===== config.mk =====
export PLATFORM = sky130hd
export DESIGN_NAME = button_conditioner
export DESIGN_NICKNAME = d
export VERILOG_FILES = /design/src/rtl/button_pkg.sv /design/src/rtl/sync_2ff.sv /design/src/rtl/button_conditioner.sv
export SDC_FILE = /design/constraint.sdc
export NUM_CORES = 1
export LEC_CHECK = 0
export ABC_AREA = 1
export CORE_MARGIN = 4
export CORE_UTILIZATION = 60
export CTS_CLUSTER_DIAMETER = 150
export DETAILED_ROUTE_END_ITERATION = 10
export HOLD_SLACK_MARGIN = 0.05
export PLACE_DENSITY = 0.78
export SYNTH_ARGS = -nofsm -noshare
export SYNTH_HDL_FRONTEND = slang
export SYNTH_HIERARCHICAL = 1
export SYNTH_SLANG_ARGS = --single-unit

===== constraint.sdc =====
create_clock -name clk -period 1.95 [get_ports clk]
set_input_delay 0.39 -clock clk [delete_from_list [all_inputs] [get_ports clk]]
set_output_delay 0.39 -clock clk [all_outputs]
set_load 0.01 [all_outputs]

===== src/rtl/button_pkg.sv =====
`default_nettype none
// ============================================================================
//  Module   : button_pkg
//  Purpose  : Shared state encoding and helpers for the button conditioner.
//  Revision : 1.0 - initial release
// ============================================================================
package button_pkg;

   localparam logic [2:0] c_IDLE         = 3'd0;
   localparam logic [2:0] c_PRESS_WAIT   = 3'd1;
   localparam logic [2:0] c_HELD         = 3'd2;
   localparam logic [2:0] c_REPEAT       = 3'd3;
   localparam logic [2:0] c_RELEASE_WAIT = 3'd4;

   typedef enum logic [2:0] {
      IDLE         = c_IDLE,
      PRESS_WAIT   = c_PRESS_WAIT,
      HELD         = c_HELD,
      REPEAT       = c_REPEAT,
      RELEASE_WAIT = c_RELEASE_WAIT
   } state_t;

   function automatic int maxOf3(input int a, input int b, input int c);
      int m;
      m = (a > b) ? a : b;
      return (m > c) ? m : c;
   endfunction

endpackage
`default_nettype wire


===== src/rtl/sync_2ff.sv =====
`default_nettype none
// ============================================================================
//  Module   : sync_2ff
//  Purpose  : Two-flop synchroniser for an asynchronous level input.
//  Revision : 1.0 - initial release
// ============================================================================
module sync_2ff #(
   parameter logic RESET_VALUE = 1'b0
) (
   input  logic clk,
   input  logic reset,
   input  logic i_async,
   output logic o_sync
);

   logic r_meta;
   logic r_sync;

   always_ff @(posedge clk or negedge reset) begin
      if (!reset) begin
         r_meta <= RESET_VALUE;
         r_sync <= RESET_VALUE;
      end else begin
         r_meta <= i_async;
         r_sync <= r_meta;
      end
   end

   assign o_sync = r_sync;

endmodule
`default_nettype wire


===== src/rtl/button_conditioner.sv =====
`default_nettype none
// ============================================================================
//  Module   : button_conditioner
//  Purpose  : Debounces a raw key into press/release/step strobes with
//             optional hold-to-repeat.
//  Revision : 1.0 - initial release
// ============================================================================
module button_conditioner
   import button_pkg::*;
#(
   parameter int DEBOUNCE_CYCLES      = 1_000_000,
   parameter int REPEAT_DELAY_CYCLES  = 25_000_000,
   parameter int REPEAT_PERIOD_CYCLES = 5_000_000,
   parameter int ACTIVE_LOW           = 1
) (
   input  logic clk,
   input  logic reset,
   input  logic button_in,
   input  logic repeat_en,
   output logic pressed,
   output logic press_pulse,
   output logic release_pulse,
   output logic step_pulse
);

   localparam int c_MAX   = maxOf3(DEBOUNCE_CYCLES, REPEAT_DELAY_CYCLES, REPEAT_PERIOD_CYCLES);
   localparam int c_CNT_W = $clog2(c_MAX) + 1;

   localparam logic               c_IDLE_LEVEL = (ACTIVE_LOW != 0) ? 1'b1 : 1'b0;
   localparam logic [c_CNT_W-1:0] c_ONE        = c_CNT_W'(1);
   localparam logic [c_CNT_W-1:0] c_DEB_LAST   = c_CNT_W'(DEBOUNCE_CYCLES - 1);
   localparam logic [c_CNT_W-1:0] c_DLY_LAST   = c_CNT_W'(REPEAT_DELAY_CYCLES - 1);
   localparam logic [c_CNT_W-1:0] c_PER_LAST   = c_CNT_W'(REPEAT_PERIOD_CYCLES - 1);

   logic               w_keySync;
   logic               w_act;
   state_t             r_state;
   state_t             w_stateNext;
   logic [c_CNT_W-1:0] r_cnt;
   logic [c_CNT_W-1:0] w_cntNext;
   logic               w_pressEv;
   logic               w_releaseEv;
   logic               w_repeatEv;
   logic               r_pressed;
   logic               r_pressPulse;
   logic               r_releasePulse;
   logic               r_stepPulse;

   sync_2ff #(
      .RESET_VALUE (c_IDLE_LEVEL)
   ) u_keySync (
      .clk     (clk),
      .reset   (reset),
      .i_async (button_in),
      .o_sync  (w_keySync)
   );

   assign w_act = w_keySync ^ c_IDLE_LEVEL;

   always_ff @(posedge clk or negedge reset) begin
      if (!reset) begin
         r_state <= IDLE;
         r_cnt   <= '0;
      end else begin
         r_state <= w_stateNext;
         r_cnt   <= w_cntNext;
      end
   end

   // Release is tested first in HELD/REPEAT so it wins over a coincident strobe.
   always_comb begin
      w_stateNext = r_state;
      w_cntNext   = r_cnt;
      w_pressEv   = 1'b0;
      w_releaseEv = 1'b0;
      w_repeatEv  = 1'b0;
      case (r_state)
         IDLE: begin
            if (w_act) begin
               w_stateNext = PRESS_WAIT;
               w_cntNext   = c_ONE;
            end
         end
         PRESS_WAIT: begin
            if (!w_act) begin
               w_stateNext = IDLE;
               w_cntNext   = '0;
            end else if (r_cnt == c_DEB_LAST) begin
               w_stateNext = HELD;
               w_cntNext   = '0;
               w_pressEv   = 1'b1;
            end else begin
               w_cntNext   = r_cnt + c_ONE;
            end
         end
         HELD: begin
            if (!w_act) begin
               w_stateNext = RELEASE_WAIT;
               w_cntNext   = c_ONE;
            end else if (repeat_en && (r_cnt == c_DLY_LAST)) begin
               w_stateNext = REPEAT;
               w_cntNext   = '0;
               w_repeatEv  = 1'b1;
            end else if (r_cnt != c_DLY_LAST) begin
               w_cntNext   = r_cnt + c_ONE;
            end
         end
         REPEAT: begin
            if (!w_act) begin
               w_stateNext = RELEASE_WAIT;
               w_cntNext   = c_ONE;
            end else if (!repeat_en) begin
               w_stateNext = HELD;
               w_cntNext   = '0;
            end else if (r_cnt == c_PER_LAST) begin
               w_cntNext   = '0;
               w_repeatEv  = 1'b1;
            end else begin
               w_cntNext   = r_cnt + c_ONE;
            end
         end
         RELEASE_WAIT: begin
            if (w_act) begin
               w_stateNext = HELD;
               w_cntNext   = '0;
            end else if (r_cnt == c_DEB_LAST) begin
               w_stateNext = IDLE;
               w_cntNext   = '0;
               w_releaseEv = 1'b1;
            end else begin
               w_cntNext   = r_cnt + c_ONE;
            end
         end
         default: begin
            w_stateNext = IDLE;
            w_cntNext   = '0;
         end
      endcase
   end

   always_ff @(posedge clk or negedge reset) begin
      if (!reset) begin
         r_pressed      <= 1'b0;
         r_pressPulse   <= 1'b0;
         r_releasePulse <= 1'b0;
         r_stepPulse    <= 1'b0;
      end else begin
         r_pressed      <= (w_stateNext == HELD) || (w_stateNext == REPEAT) ||
                           (w_stateNext == RELEASE_WAIT);
         r_pressPulse   <= w_pressEv;
         r_releasePulse <= w_releaseEv;
         r_stepPulse    <= w_pressEv | w_repeatEv;
      end
   end

   assign pressed       = r_pressed;
   assign press_pulse   = r_pressPulse;
   assign release_pulse = r_releasePulse;
   assign step_pulse    = r_stepPulse;

endmodule
`default_nettype wire


==> reports/qor_table.md, run 1 <==
| Parameter | This run |
| --- | --- |
| Result of the run | finished clean |
| Crit. End Element | flip-flop |
| X dimension of the die | 73.0 um |
| Clock latency of the later-clocked register in the worst-skew pair | 0.30 ns |
| Pwr Density | 560 nW/um^2 |
| Critical path class | reg2reg |
| Worst Setup EP | r_cnt[24]$_DFFE_PN0P_ |
| Worst vdd rail ir drop | 0.511 mV |
| Iteration-0 DRC Markers | 385 |
| Weighted congestion reported at the end of routability-driven placement | 1.02 |
| Final number of max-transition violations | 0 |
| Final-layout setup total negative slack | 0 ns |
| Post-synthesis area per instance | 6.63 um^2 |
| Effective utilization at floorplan | 62.6% |
| Source of the critical timing path | r_cnt[12]$_DFFE_PN0P_ |
| Endpoint of the lowest-slack register-to-register path | r_cnt[24]$_DFFE_PN0P_ |
| Highest-count cells in the layout ignoring fill and taps | sky130_fd_sc_hd__nand2_1, sky130_fd_sc_hd__inv_1, sky130_fd_sc_hd__nor2_1 |
| Required time of the critical path | 2.13 ns |
| Cell types with the largest area share after synthesis | sky130_fd_sc_hd__dfrtp_1, sky130_fd_sc_hd__nand2_1, sky130_fd_sc_hd__inv_1, sky130_fd_sc_hd__nor2_1, sky130_fd_sc_hd__nand3_1 |
| Highest achievable clock rate | 528 MHz |
| Min cycle time layout | 1.89 ns |
| Ratio of final minimum period to clock period | 97.1% |
| Floorplan core area | 4060 um^2 |
| Number of input and output port buffers inserted | 7 |
| Filler cell count in the final layout | 308 |
| HPWL after detailed placement | 5510 um |
| Number of primary I/O pins | 8 |
| Slew at the pin with the worst max-slew slack | 0.610 ns |
| Number of maximum-capacitance constraint violations | 0 |
| Overall routed net length | 7790 um |
| Tot GR Track Use | 30.4% |
| FF+latch count, synth | 35 |
| Hold violation count in the final report | 0 |
| Largest net degree at the start of global routing | 23 |
| Final setup skew | 0.00487 ns |
| Biggest area consumer among synthesized cells | sky130_fd_sc_hd__dfrtp_1 |
| Arrival time at the worst endpoint | 2.08 ns |
| Number of routed nets with antenna violations | 0 |
| Worst relative slew slack | 59.4% |
| Cell count after synthesis | 383 |
| Inserted Clock Buffers | 5 |
| CP Launch Type | flip-flop |
| Vertical die dimension | 73.0 um |
| CTS tree | done |
| Distinct cell type count of the synthesized netlist | 34 |
| Wire length of the first global-routing pass | 12400 um |
| Layout net count | 431 |
| Total gr overflow | 0 |
| CTS H-tree depth | 2 |
| Share of the synthesized area in the top cell type | 32.5% |
| Largest buffer count on any clock path | 2 |
| Worst r2r src | r_cnt[12]$_DFFE_PN0P_ |
| Clock Tree Root | sky130_fd_sc_hd__clkbuf_8 |
| Final setup slack of the worst path | 0.0558 ns |
| Area of the die | 5340 um^2 |
| Number of clock sinks | 35 |
| Area growth from synthesis to layout | 21.3% |
| Setup Viol. Count Final | 0 |
| First-pass iteration count of the detailed router | 6 |
| Number of antenna violations at the first check in global routing | 0 |
| Commonest non-fill, non-tap cell in the layout | sky130_fd_sc_hd__nand2_1 |
| Vias in the first global route | 2575 |
| Hold WS | 0.0905 ns |
| Antenna Diode Count | 0 |
| Vias post-DR | 2827 |
| Drt drc | 0 |
| Register-to-register path setup slack | 0.06 ns |
| Synth Warn # | 6 |
| Worst hold path type | in2async |
| Floorplan row count | 23 |
| Pre-CTS setup slack | -0.109 ns |
| FF-to-FF path depth | 11 |
| Number of nets in the synthesized netlist | 388 |
| Leakage component of the power | 1.55 nW |
| Layout cells sized above 1 | 23.0% |
| Maximum fanout encountered on the critical timing path | 11 |
| Proportion of synthesized chip area in sequential cells | 34.6% |
| Routed wirelength normalized by instance count | 16.3 um |
| Routed vias/inst | 5.93 |
| Clk pin slew, worst setup/hold paths | 0.08 ns |
| Post-synth design cell area | 2540 um^2 |
==> synthesized netlist by cell type <==
cell / n
sky130_fd_sc_hd__o211ai_2: 1
sky130_fd_sc_hd__o211ai_1: 2
sky130_fd_sc_hd__or2_0: 2
sky130_fd_sc_hd__inv_2: 1
sky130_fd_sc_hd__nor3_1: 8
sky130_fd_sc_hd__nor2_4: 1
sky130_fd_sc_hd__nand4_1: 19
sky130_fd_sc_hd__ha_1: 1
sky130_fd_sc_hd__nor4_1: 2
sky130_fd_sc_hd__dfstp_2: 2
sky130_fd_sc_hd__nor2_2: 11
sky130_fd_sc_hd__nand3b_1: 1
sky130_fd_sc_hd__a21oi_1: 3
sky130_fd_sc_hd__nor2_8: 1
sky130_fd_sc_hd__inv_6: 1
sky130_fd_sc_hd__nand2_1: 108
sky130_fd_sc_hd__a21oi_2: 2
sky130_fd_sc_hd__inv_1: 59
sky130_fd_sc_hd__buf_6: 2
sky130_fd_sc_hd__nor2_1: 52
sky130_fd_sc_hd__or2_2: 1
sky130_fd_sc_hd__xor2_1: 8
sky130_fd_sc_hd__nand3_4: 1
sky130_fd_sc_hd__clkbuf_1: 2
sky130_fd_sc_hd__nand2_2: 4
sky130_fd_sc_hd__o21ai_0: 13
sky130_fd_sc_hd__and2_1: 1
sky130_fd_sc_hd__nand3_1: 34
sky130_fd_sc_hd__dfrtp_1: 33
sky130_fd_sc_hd__nor3_4: 1
sky130_fd_sc_hd__nand3_2: 1
sky130_fd_sc_hd__buf_2: 1
sky130_fd_sc_hd__nand2_4: 3
sky130_fd_sc_hd__inv_4: 1
==> final cells by class <==
type	instances	area, um^2	area share [%]
clock buffer	6	82.6	2.68
clock inverter	2	35.0	1.14
inverter	62	243	7.88
multi-input combinational	282	1440	46.9
sequential	35	888	28.8
tap	50	62.6	2.03
timing repair buffer	40	325	10.6
==> state kept, by name (all words and copies together) (netlist names) <==
register	flops
release_pulse	1
u_keySync/o_sync	1
press_pulse	1
pressed	1
step_pulse	1
u_keySync/r_meta	1
r_state	3
r_cnt	26
==> through the flow <==
step,power (mW),area [um^2],cells,utilization [%]
final,1.73,3080,477,75.9
after CTS,1.71,2990,471,73.6
after detailed placement,1.00,2820,459,69.6
after global placement,0.999,2820,459,69.6
after floorplan,0.908,2540,383,-
after global routing,1.78,3080,477,75.9
==> worst min-delay path by stage <==
| stage | start | end | slack [ns] | cells after the start |
|---|---|---|---|---|
| finish | reset | r_cnt[4]$_DFFE_PN0P_ | 0.09 | 1 |
| global route | reset | r_cnt[12]$_DFFE_PN0P_ | 0.12 | 1 |
| CTS | reset | r_cnt[12]$_DFFE_PN0P_ | 0.1 | 1 |
| detailed placement | u_keySync/r_meta$_DFF_PN1_ | u_keySync/o_sync$_DFF_PN1_ | 0.36 | 0 |
| global placement | u_keySync/r_meta$_DFF_PN1_ | u_keySync/o_sync$_DFF_PN1_ | 0.35 | 0 |
| floorplan | reset | press_pulse$_DFF_PN0_ | 0.09 | 0 |
==> power breakdown <==
| part | switching (mW) | internal [mW] | leakage [nW] |
|---|---|---|---|
| Combinational | 0.163 | 0.0868 | 1.03 |
| Clock | 0.293 | 0.414 | 0.0612 |
| Sequential | 0.0233 | 0.746 | 0.464 |
==> what timing repair did <==
| item | in CTS | in global routing |
|---|---|---|
| cloned | 1 | 0 |
| hold buffers | 0 | 0 |
| pin swaps | 2 | 5 |
| endpoints found under the setup margin | 21 | 23 |
| buffers inserted | 3 | 6 |
| gates resized for setup | 3 | 24 |
==> cells by family after synthesis <==
kind of cell	after synthesis	synth area share [%]
xor gates and xnor gates	8	2.76
and+or+nand+nor	251	46.4
buffers and inverters	67	10.8
AOI/OAI and AO/OA	21	4.93
adders and majority gates	1	0.493
DFF	35	34.6
==> worst max-delay path: stages, from the launching register on <==
cell                      delay, ns
sky130_fd_sc_hd__dfrtp_2       0.45
sky130_fd_sc_hd__nand2_1       0.16
sky130_fd_sc_hd__inv_1         0.12
sky130_fd_sc_hd__nand3_1       0.10
sky130_fd_sc_hd__nor2_2        0.16
sky130_fd_sc_hd__nand3_2       0.13
sky130_fd_sc_hd__nand2_4       0.12
sky130_fd_sc_hd__inv_6         0.07
sky130_fd_sc_hd__o21ai_0       0.17
sky130_fd_sc_hd__nor2_1        0.13
sky130_fd_sc_hd__nand2_1       0.09
sky130_fd_sc_hd__o21ai_0       0.07
==> layer usage <==
| metal | GRT usage (%) | wire, um | up-vias |
|---|---|---|---|
| li1 | - | - | 1293 |
| met1 | 39.6 | 3030 | 1274 |
| met2 | 48.4 | 3650 | 206 |
| met3 | 6.89 | 770 | 54 |
| met4 | 12.9 | 340 | 0 |
| met5 | 0 | 0 | - |
No activity file was read; power rests on OpenSTA's default activity.
==> inputs of run 2 (changes only) <==
- CTS_CLUSTER_SIZE: not set -> 14
==> results of run 2 <==
No change in the layout: final DEF, timing and power equal those of run 1.
